<file path="config.mk">
export PLATFORM = sky130hd
export DESIGN_NAME = mux_4_1_rr_arbiter
export DESIGN_NICKNAME = d
export VERILOG_FILES = /design/src/rtl/mux_4_1_rr_arbiter_pkg.sv /design/src/rtl/mux_4_1_rr_arbiter_mux.sv /design/src/rtl/mux_4_1_rr_arbiter.sv
export SDC_FILE = /design/constraint.sdc
export NUM_CORES = 1
export LEC_CHECK = 0
export CAP_MARGIN = 10
export CORE_ASPECT_RATIO = 2
export CORE_MARGIN = 2
export CORE_UTILIZATION = 38
export DETAILED_ROUTE_END_ITERATION = 7
export GPL_TIMING_DRIVEN = 0
export HOLD_SLACK_MARGIN = 0.12
export PLACE_DENSITY = 0.76
export SETUP_SLACK_MARGIN = 0.05
export SYNTH_ARGS = -nofsm -noshare
export SYNTH_HDL_FRONTEND = slang
export SYNTH_SLANG_ARGS = --single-unit
export TNS_END_PERCENT = 30
</file>
<file path="constraint.sdc">
create_clock -name clk -period 2.5 [get_ports clk]
set_input_delay 0.375 -clock clk [delete_from_list [all_inputs] [get_ports clk]]
set_output_delay 0.375 -clock clk [all_outputs]
set_load 0.01 [all_outputs]
</file>
<file path="src/rtl/mux_4_1_rr_arbiter_pkg.sv">
// Shared types and constants for the four-requester round-robin arbiter.
package mux_4_1_rr_arbiter_pkg;

  localparam int NUM_REQ = 4;

  typedef enum logic {
    IDLE = 1'b0,
    BUSY = 1'b1
  } state_e;

  // Result of one round-robin search over the request vector.
  typedef struct packed {
    logic       found;
    logic [1:0] idx;
  } pick_t;

  // Ceiling log2, never less than one bit, so that a burst counter always exists.
  function automatic int clog2_min1(input int value);
    int w;
    w = 0;
    for (int i = 0; i < 31; i++) begin
      if ((1 << i) < value) w = i + 1;
    end
    return (w < 1) ? 1 : w;
  endfunction

endpackage

</file>
<file path="src/rtl/mux_4_1_rr_arbiter_mux.sv">
// Single-bit 4:1 multiplexer; replicated per data bit by the arbiter top.
module mux_4_1 (
  output logic       Y,
  input  logic [3:0] I,
  input  logic [1:0] S
);

  assign Y = I[S];

endmodule

</file>
<file path="src/rtl/mux_4_1_rr_arbiter.sv">
// Round-robin arbiter sharing one 4:1 word mux between four requesters,
// with bursts capped at MAX_BURST beats and a valid/ready output port.
module mux_4_1_rr_arbiter
  import mux_4_1_rr_arbiter_pkg::*;
#(
  parameter int WIDTH     = 8,
  parameter int MAX_BURST = 4
) (
  input  logic                     clk,
  input  logic                     rst_n,
  input  logic [NUM_REQ-1:0]       req,
  input  logic [NUM_REQ*WIDTH-1:0] din,
  input  logic                     out_ready,
  output logic [NUM_REQ-1:0]       grant,
  output logic [1:0]               sel,
  output logic [WIDTH-1:0]         out_data,
  output logic                     out_valid,
  output logic [NUM_REQ-1:0]       ack,
  output logic                     busy
);

  localparam int CNT_W = clog2_min1(MAX_BURST);
  localparam logic [CNT_W-1:0] LAST_BEAT = CNT_W'(MAX_BURST - 1);

  state_e             state_q, state_d;
  logic [NUM_REQ-1:0] grant_q, grant_d;
  logic [1:0]         sel_q, sel_d;
  logic [1:0]         ptr_q, ptr_d;
  logic [CNT_W-1:0]   cnt_q, cnt_d;

  logic  beat;
  logic  rotate;
  pick_t pick;

  // Search starts just after ptr and wraps, so ptr itself is considered last.
  function automatic pick_t rr_pick(input logic [NUM_REQ-1:0] r, input logic [1:0] ptr);
    pick_t p;
    logic [1:0] idx;
    p = '{found: 1'b0, idx: 2'd0};
    for (int off = 1; off <= NUM_REQ; off++) begin
      idx = ptr + 2'(off);
      if (!p.found && r[idx]) begin
        p.found = 1'b1;
        p.idx   = idx;
      end
    end
    return p;
  endfunction

  // Handshake: a beat is a valid word taken by the consumer while busy.
  always_comb begin
    busy      = (state_q == BUSY);
    out_valid = busy & req[sel_q];
    beat      = out_valid & out_ready;
    ack       = beat ? (NUM_REQ'(1) << sel_q) : '0;
    rotate    = busy & (~req[sel_q] | (beat & (cnt_q == LAST_BEAT)));
  end

  // Next-state: grant from IDLE, or rotate in BUSY without an idle bubble.
  // NOTE: every comb output gets a default first so no path leaves it unassigned (no latch).
  always_comb begin
    state_d = state_q;
    grant_d = grant_q;
    sel_d   = sel_q;
    ptr_d   = ptr_q;
    cnt_d   = cnt_q;
    pick    = '{found: 1'b0, idx: 2'd0};
    case (state_q)
      IDLE: begin
        pick = rr_pick(req, ptr_q);
        if (pick.found) begin
          state_d = BUSY;
          grant_d = NUM_REQ'(1) << pick.idx;
          sel_d   = pick.idx;
        end
      end
      BUSY: begin
        if (rotate) begin
          ptr_d = sel_q;
          cnt_d = '0;
          // A dropped req[sel] is already zero in req, so no extra masking is needed.
          pick  = rr_pick(req, sel_q);
          if (pick.found) begin
            grant_d = NUM_REQ'(1) << pick.idx;
            sel_d   = pick.idx;
          end else begin
            state_d = IDLE;
            grant_d = '0;
          end
        end else if (beat) begin
          cnt_d = cnt_q + 1'b1;
        end
      end
      default: state_d = IDLE;
    endcase
  end

  // State registers; ptr resets to 3 so requester 0 wins the first search.
  // NOTE: sequential state uses non-blocking assignments so all registers update together.
  always_ff @(posedge clk or negedge rst_n) begin
    if (!rst_n) begin
      state_q <= IDLE;
      grant_q <= '0;
      sel_q   <= 2'd0;
      ptr_q   <= 2'd3;
      cnt_q   <= '0;
    end else begin
      state_q <= state_d;
      grant_q <= grant_d;
      sel_q   <= sel_d;
      ptr_q   <= ptr_d;
      cnt_q   <= cnt_d;
    end
  end

  assign grant = grant_q;
  assign sel   = sel_q;

  // Word datapath: one bit-level 4:1 mux per data bit, all steered by sel.
  for (genvar b = 0; b < WIDTH; b++) begin : g_mux
    mux_4_1 u_mux (
      .Y (out_data[b]),
      .I ({din[3*WIDTH+b], din[2*WIDTH+b], din[WIDTH+b], din[b]}),
      .S (sel_q)
    );
  end

endmodule

</file>
Word level (Yosys, flattened, before mapping)
Index checks and enable logic that the tools add are counted.

operators by class
  add/sub/neg operators = 7
  $lt $le $gt $ge = 8
  eq/ne operators = 4
  shift operators = 3
  mux-type cells = 67
  bitwise operators = 7
  reductions and logical operators = 17

operators with widths
  kind                                                                   count
  3-bit two-way mux                                                      20
  1-bit binary-select mux with 2-bit select                              16
  2-bit by 3-bit < comparator with 1-bit output (second input constant)  8
  1-bit two-way mux                                                      19
  4-bit two-way mux                                                      4
  1-bit by 2-bit << shifter with 4-bit output (first input constant)     3
  2-bit two-way mux                                                      5
  2-bit adder (second input constant)                                    4
  4-bit case mux with 2 select lines                                     1
  2-bit by 1-bit adder with 2-bit output (second input constant)         3
  1-bit logical AND                                                      6
  1-bit zero test                                                        6
  2-bit by 1-bit != test with 1-bit output (second input constant)       3
  2-bit AND reduction                                                    3
  1-bit bitwise AND                                                      4
  2-bit case mux with 2 select lines                                     1
  3-bit AND reduction                                                    1
  2-bit == test (second input constant)                                  1
  1-bit NOT                                                              2
  1-bit case mux with 2 select lines                                     1
  2-bit nonzero test                                                     1
  1-bit OR                                                               1

word-level totals
  register bits = 11
  input port bits = 39
  output and inout port bits = 20
  word-level logic and storage cells = 118

Longest topological paths before layout
  depth in word-level cells = 28
  mapped depth = 10
  depth with buffers taken out = 8

Cells and area by module
Synthesis repeated with hierarchy kept, for this count alone.

unflattened totals
  cells, all modules = 128
  area, all modules = 1,297.5 um^2

by module, submodules not included
  module              times used  cells each  area each (um^2)  sequential area each (um^2)
  mux_4_1_rr_arbiter  1           120         1,117.3           277.8
  mux_4_1             8           1           22.5              0.0

Least setup slack after synthesis
Ideal clock, no wire load.

  path kind = register to register
  start point = reg sel_q[1], in the netlist sel[1]
  end point = reg grant_q[2], in the netlist grant[2]
  setup time = 0.074 ns
  data arrival time = 2.660 ns
  required time = 2.426 ns
  setup slack = -0.234 ns
  stages on the path, launching flop included = 11
  path buffers = 2
  period minus slack after synthesis = 2.734 ns
  path through = dfrtp_1 clkbuf_1 inv_1 ha_1 clkbuf_8 mux4_2 nor2b_4 a21o_4 xnor2_2 or3_1 o21ai_2

on the way
  word-level cells in the longest chain between the ends = 25
  elaborated cells on any way between the ends = 41
  those cells by class = add/sub (3); eq/ne (1); shift (1); mux (23); bitwise (6); reduce/logical (7)

RTL lines
  what                                         RTL line                   source
  start: declaration                           mux_4_1_rr_arbiter.sv:27   logic [1:0] sel_q, sel_d;
  start signal: assignment                     mux_4_1_rr_arbiter.sv:110  sel_q <= sel_d;
  2-bit by 1-bit adder with 2-bit output       mux_4_1_rr_arbiter.sv:41   idx = ptr + 2'(off);
  1-bit binary-select mux with 2-bit select    mux_4_1_rr_arbiter.sv:42   if (!p.found && r[idx]) begin
  1-bit two-way mux (implied by the code)      mux_4_1_rr_arbiter.sv:42
  3-bit two-way mux                            mux_4_1_rr_arbiter.sv:42
  3-bit two-way mux                            mux_4_1_rr_arbiter.sv:78   if (rotate) begin
  3-bit two-way mux                            mux_4_1_rr_arbiter.sv:68   case (state_q)
  1-bit zero test                              mux_4_1_rr_arbiter.sv:42
  1-bit logical AND                            mux_4_1_rr_arbiter.sv:42
  (+9 left out)                                n/a
  1-bit logical AND                            mux_4_1_rr_arbiter.sv:42
  3-bit two-way mux                            mux_4_1_rr_arbiter.sv:42
  3-bit two-way mux                            mux_4_1_rr_arbiter.sv:78
  3-bit two-way mux                            mux_4_1_rr_arbiter.sv:68
  1-bit by 2-bit << shifter with 4-bit output  mux_4_1_rr_arbiter.sv:84   grant_d = NUM_REQ'(1) << pick.idx;
  4-bit two-way mux                            mux_4_1_rr_arbiter.sv:83   if (pick.found) begin
  4-bit two-way mux                            mux_4_1_rr_arbiter.sv:78
  4-bit case mux with 2 select lines           mux_4_1_rr_arbiter.sv:68
  end signal: assignment                       mux_4_1_rr_arbiter.sv:109  grant_q <= grant_d;
  end: declaration                             mux_4_1_rr_arbiter.sv:26   logic [NUM_REQ-1:0] grant_q, grant_d;

Parallel ways exist; a longest one is shown, timed or not. The select of a mux whose other input is x is not followed.
A chain may end at the register's enable or synchronous reset.

Worst setup path in the final report
  start point = reg sel_q[0], in the netlist sel[0]
  end point = out out_data[7]

on the way
  word-level cells in the longest chain between the ends = 2

RTL lines
  what                                       RTL line                     source
  1-bit binary-select mux with 2-bit select  mux_4_1_rr_arbiter_mux.sv:8  assign Y = I[S];
  1-bit two-way mux (implied by the code)    mux_4_1_rr_arbiter_mux.sv:8
  end: declaration                           mux_4_1_rr_arbiter.sv:16     output logic [WIDTH-1:0] out_data,

Every way passes these cells. The select of a mux whose other input is x is not followed.

==> flow_metrics.env <==
export IMPL_synth_cell_types=45
export IMPL_skew_ns=0.00664
export IMPL_worstPathRequired_ns=2.12
export IMPL_grt_pass1_vias=1415
export IMPL_grt_pass1_wl_um=6430
export IMPL_dieArea_sq_um=4060
export IMPL_drc=0
export IMPL_dp_hpwl_um=3330
export IMPL_endpoint_kind="output port"
export IMPL_grt_ovfl_total=0
export IMPL_firstDrtPassIters=4
export IMPL_max_cap_violations=0
export IMPL_ios=59
export IMPL_route_detailed_wl_per_inst_um=16.5
export IMPL_clock_power_share_pct=7.0
export IMPL_ys_warn_count=0
export IMPL_p_int_mw=1.49
export IMPL_power_frac_seq_pct=12.9
export IMPL_ys_seq_area_share_pct=20.7
export IMPL_ys_flop_type="dfrtp_1"
export IMPL_cts_inserted_buffers=3
export IMPL_avgSynthCellArea_sq_um=9.68
export IMPL_initial_utilization_pct=39.8
export IMPL_layout_drive_gt1_share_pct=31.1
export IMPL_worstReg2RegEnd="grant[0]"
export IMPL_status="complete, no violations"
export IMPL_hold_violations=0
export IMPL_fin_crit_sh_pct=94.9
export IMPL_path_cells="buf_6, buf_8, mux4_2, buf_4, clkdlybuf4s50_1"
export IMPL_critPathMaxStageDelay_ns=0.50
export IMPL_p_comb_share_pct=80.1
export IMPL_relSlewSlack_pct=68.5
export IMPL_port_buffers=56
export IMPL_cts_tree="done"
export IMPL_core_area_sq_um=3380
export IMPL_pwr_density_cell_nw_per_um2=1190
export IMPL_tightest_slew_ns=0.469
export IMPL_die_y_um=88.1
export IMPL_grt_usage_pct=21.5
export IMPL_async_flop_share_pct=100
export IMPL_fmax_ghz=0.422
export IMPL_power_leakage_nw=0.926
export IMPL_synth_seq_cells=11
export IMPL_h_tree_depth=1
export IMPL_hold_start="req[2]"
export IMPL_path_max_fanout=10
export IMPL_clock_latency_ns=0.24
export IMPL_cts_hold_buf=0
export IMPL_cpMaxStageDelayCell="mux4_2"
export IMPL_layout_nets=254
export IMPL_hold_end="busy"
export IMPL_reg2reg_slack_ns=0.15
export IMPL_syn_num_nets=183
export IMPL_p_switching_mw=1.05
export IMPL_gp_congestion=0.846
export IMPL_synth_edff_count=0
export IMPL_rsz0062_at_grt="false"
export IMPL_grt_max_degree=12
export IMPL_vias=1370
export IMPL_criticalPathCategory="flip-flop to output port"
export IMPL_timing_rr_start="sel[1]"
export IMPL_worstSetupStartpointType="flip-flop"
export IMPL_syn_inst=139
export IMPL_ant_nets=0
export IMPL_clock_sinks=11
export IMPL_area_delta_synth_final_pct=59.3
export IMPL_wl_um=3990
export IMPL_r2r_cells=9
export IMPL_drv_slew=0
export IMPL_cts_buffer_depth=2
export IMPL_syn_cell_area_sq_um=1350
export IMPL_drtIter0Drc=40
export IMPL_whs_ns=0.437
export IMPL_n_antenna_cell=0
export IMPL_crit_start="sel[0]"
export IMPL_fillers=287
export IMPL_fp_dieW_um=46.1
export IMPL_critical_path_arrival_ns=2.00
export IMPL_critical_path_buf_inv_count=4
export IMPL_hold_depth=3
export IMPL_hold_path_class="primary input to flip-flop"
export IMPL_via_per_inst=5.68
export IMPL_irDropWorstVdd_v=0.000946
export IMPL_cts_root_buf="clkbuf_8"
export IMPL_switching_share_pct=41.3
export IMPL_grt_antenna_before_repair=0
export IMPL_period_minus_slack_ns=2.37
export IMPL_setup_tns_ns=0
export IMPL_cp_top_family="buffers and inverters"
export IMPL_path_clk_slew_ns=0.05
export IMPL_core_rowCount=30
export IMPL_setup_violations=0
cells in the final DEF (no fill, tap or decap), drive strengths merged, types with 5 or more instances in the layout:
master         netlist  routed
nor2                 7       7
and2                 5       5
buf                 15      29
o21ai               11      11
mux4                11      11
dlygate4sd2          0       9
inv                  9       7
ha                   5       5
clkdlybuf4s50        0      43
nand2b               5       5
nand2               12      12
dfrtp                9       9
clkbuf               3       5
a21oi                9       9
state kept, by name, summed over array words and instances (netlist names):
| register | flops |
|---|---|
| grant | 4 |
| cnt_q | 2 |
| ptr_q | 2 |
| sel | 2 |
| busy | 1 |
cell families (layout without fill, tap and decap cells):
logic type / after synthesis / in the layout / synth area share, %
and+or+nand+nor: 43 / 43 / 18.4
AOI/OAI and AO/OA: 38 / 38 / 20.9
buffers and inverters: 27 / 97 / 13.5
muxes: 14 / 14 / 20.7
DFF: 11 / 11 / 20.7
adders and majority gates: 5 / 5 / 4.65
xor gates and xnor gates: 1 / 1 / 1.21
worst reg2reg max path, stage by stage, from the launching register on:
cell,delay [ns]
dfrtp_2,0.39
buf_8,0.11
clkinvlp_4,0.10
ha_4,0.36
mux4_2,0.35
nor2b_4,0.17
a21o_4,0.21
xnor2_2,0.14
nor3_1,0.07
a221o_1,0.32
synth_stat cells (all sizes together), types with 5 or more instances:
| master | count | area, sq um |
|---|---|---|
| o21ai | 11 | 58.8 |
| a21oi | 9 | 56.3 |
| nor2 | 7 | 26.3 |
| mux4 | 11 | 248 |
| dfrtp | 9 | 225 |
| inv | 9 | 33.8 |
| ha | 5 | 62.6 |
| buf | 15 | 126 |
| and2 | 5 | 31.3 |
| nand2 | 12 | 45.0 |
| nand2b | 5 | 31.3 |
power by group through the flow:
stage / registers, mW / logic [mW] / clock network, mW
6_report: 0.328 / 2.03 / 0.178
5_1_grt: 0.337 / 2.18 / 0.186
4_1_cts: 0.324 / 1.88 / 0.180
3_5_place_dp: 0.348 / 1.79 / 0
3_3_place_gp: 0.344 / 1.72 / 0
2_1_floorplan: 0.349 / 1.24 / 0
area by class of cell:
class / instances / area (sq um) / share of cell area [%]
Tap cell: 32 / 40.0 / 1.87
Multi-Input combinational cell: 101 / 931 / 43.5
Timing Repair Buffer: 67 / 632 / 29.5
Buffer: 17 / 174 / 8.12
Clock buffer: 4 / 45.0 / 2.10
Sequential cell: 11 / 279 / 13.0
Inverter: 9 / 41.3 / 1.93
metrics by stage:
step / util, % / setup slack (ns) / std cells / power (mW) / instance area [sq um]
2_1_floorplan: - / 0.0332 / 139 / 1.59 / 1370
3_3_place_gp: 58.4 / -0.169 / 227 / 2.06 / 1970
3_5_place_dp: 58.4 / -0.226 / 227 / 2.14 / 1970
4_1_cts: 61.0 / -0.0667 / 235 / 2.39 / 2060
5_1_grt: 63.4 / 0.0519 / 241 / 2.71 / 2140
6_report: 63.4 / 0.128 / 241 / 2.54 / 2140
worst max path at each step:
| stage | endpoint | slack (ns) | cells past startpoint |
|---|---|---|---|
| 2_1_floorplan | grant[0] | 0.03 | 10 |
| 3_3_place_gp | ack[0] | -0.17 | 7 |
| 3_5_place_dp | ack[1] | -0.23 | 7 |
| 4_1_cts | grant[1] | -0.07 | 10 |
| 5_1_grt | grant[0] | 0.05 | 9 |
| 6_report | out_data[7] | 0.13 | 5 |
repair_timing:
item	CTS	global route
pin swaps	1	3
gates resized for setup	19	13
setup buffers	4	7
endpoints found under the setup margin	18	13
routing by layer:
layer  GRT usage, %  wire [um]  up-vias
li1               -          -      656
met1           22.3       1390      662
met2           39.6       2370       38
met3           1.86         96       14
met4           11.4        137        0
met5              0          0        -
(Power assumes the default switching activity.)
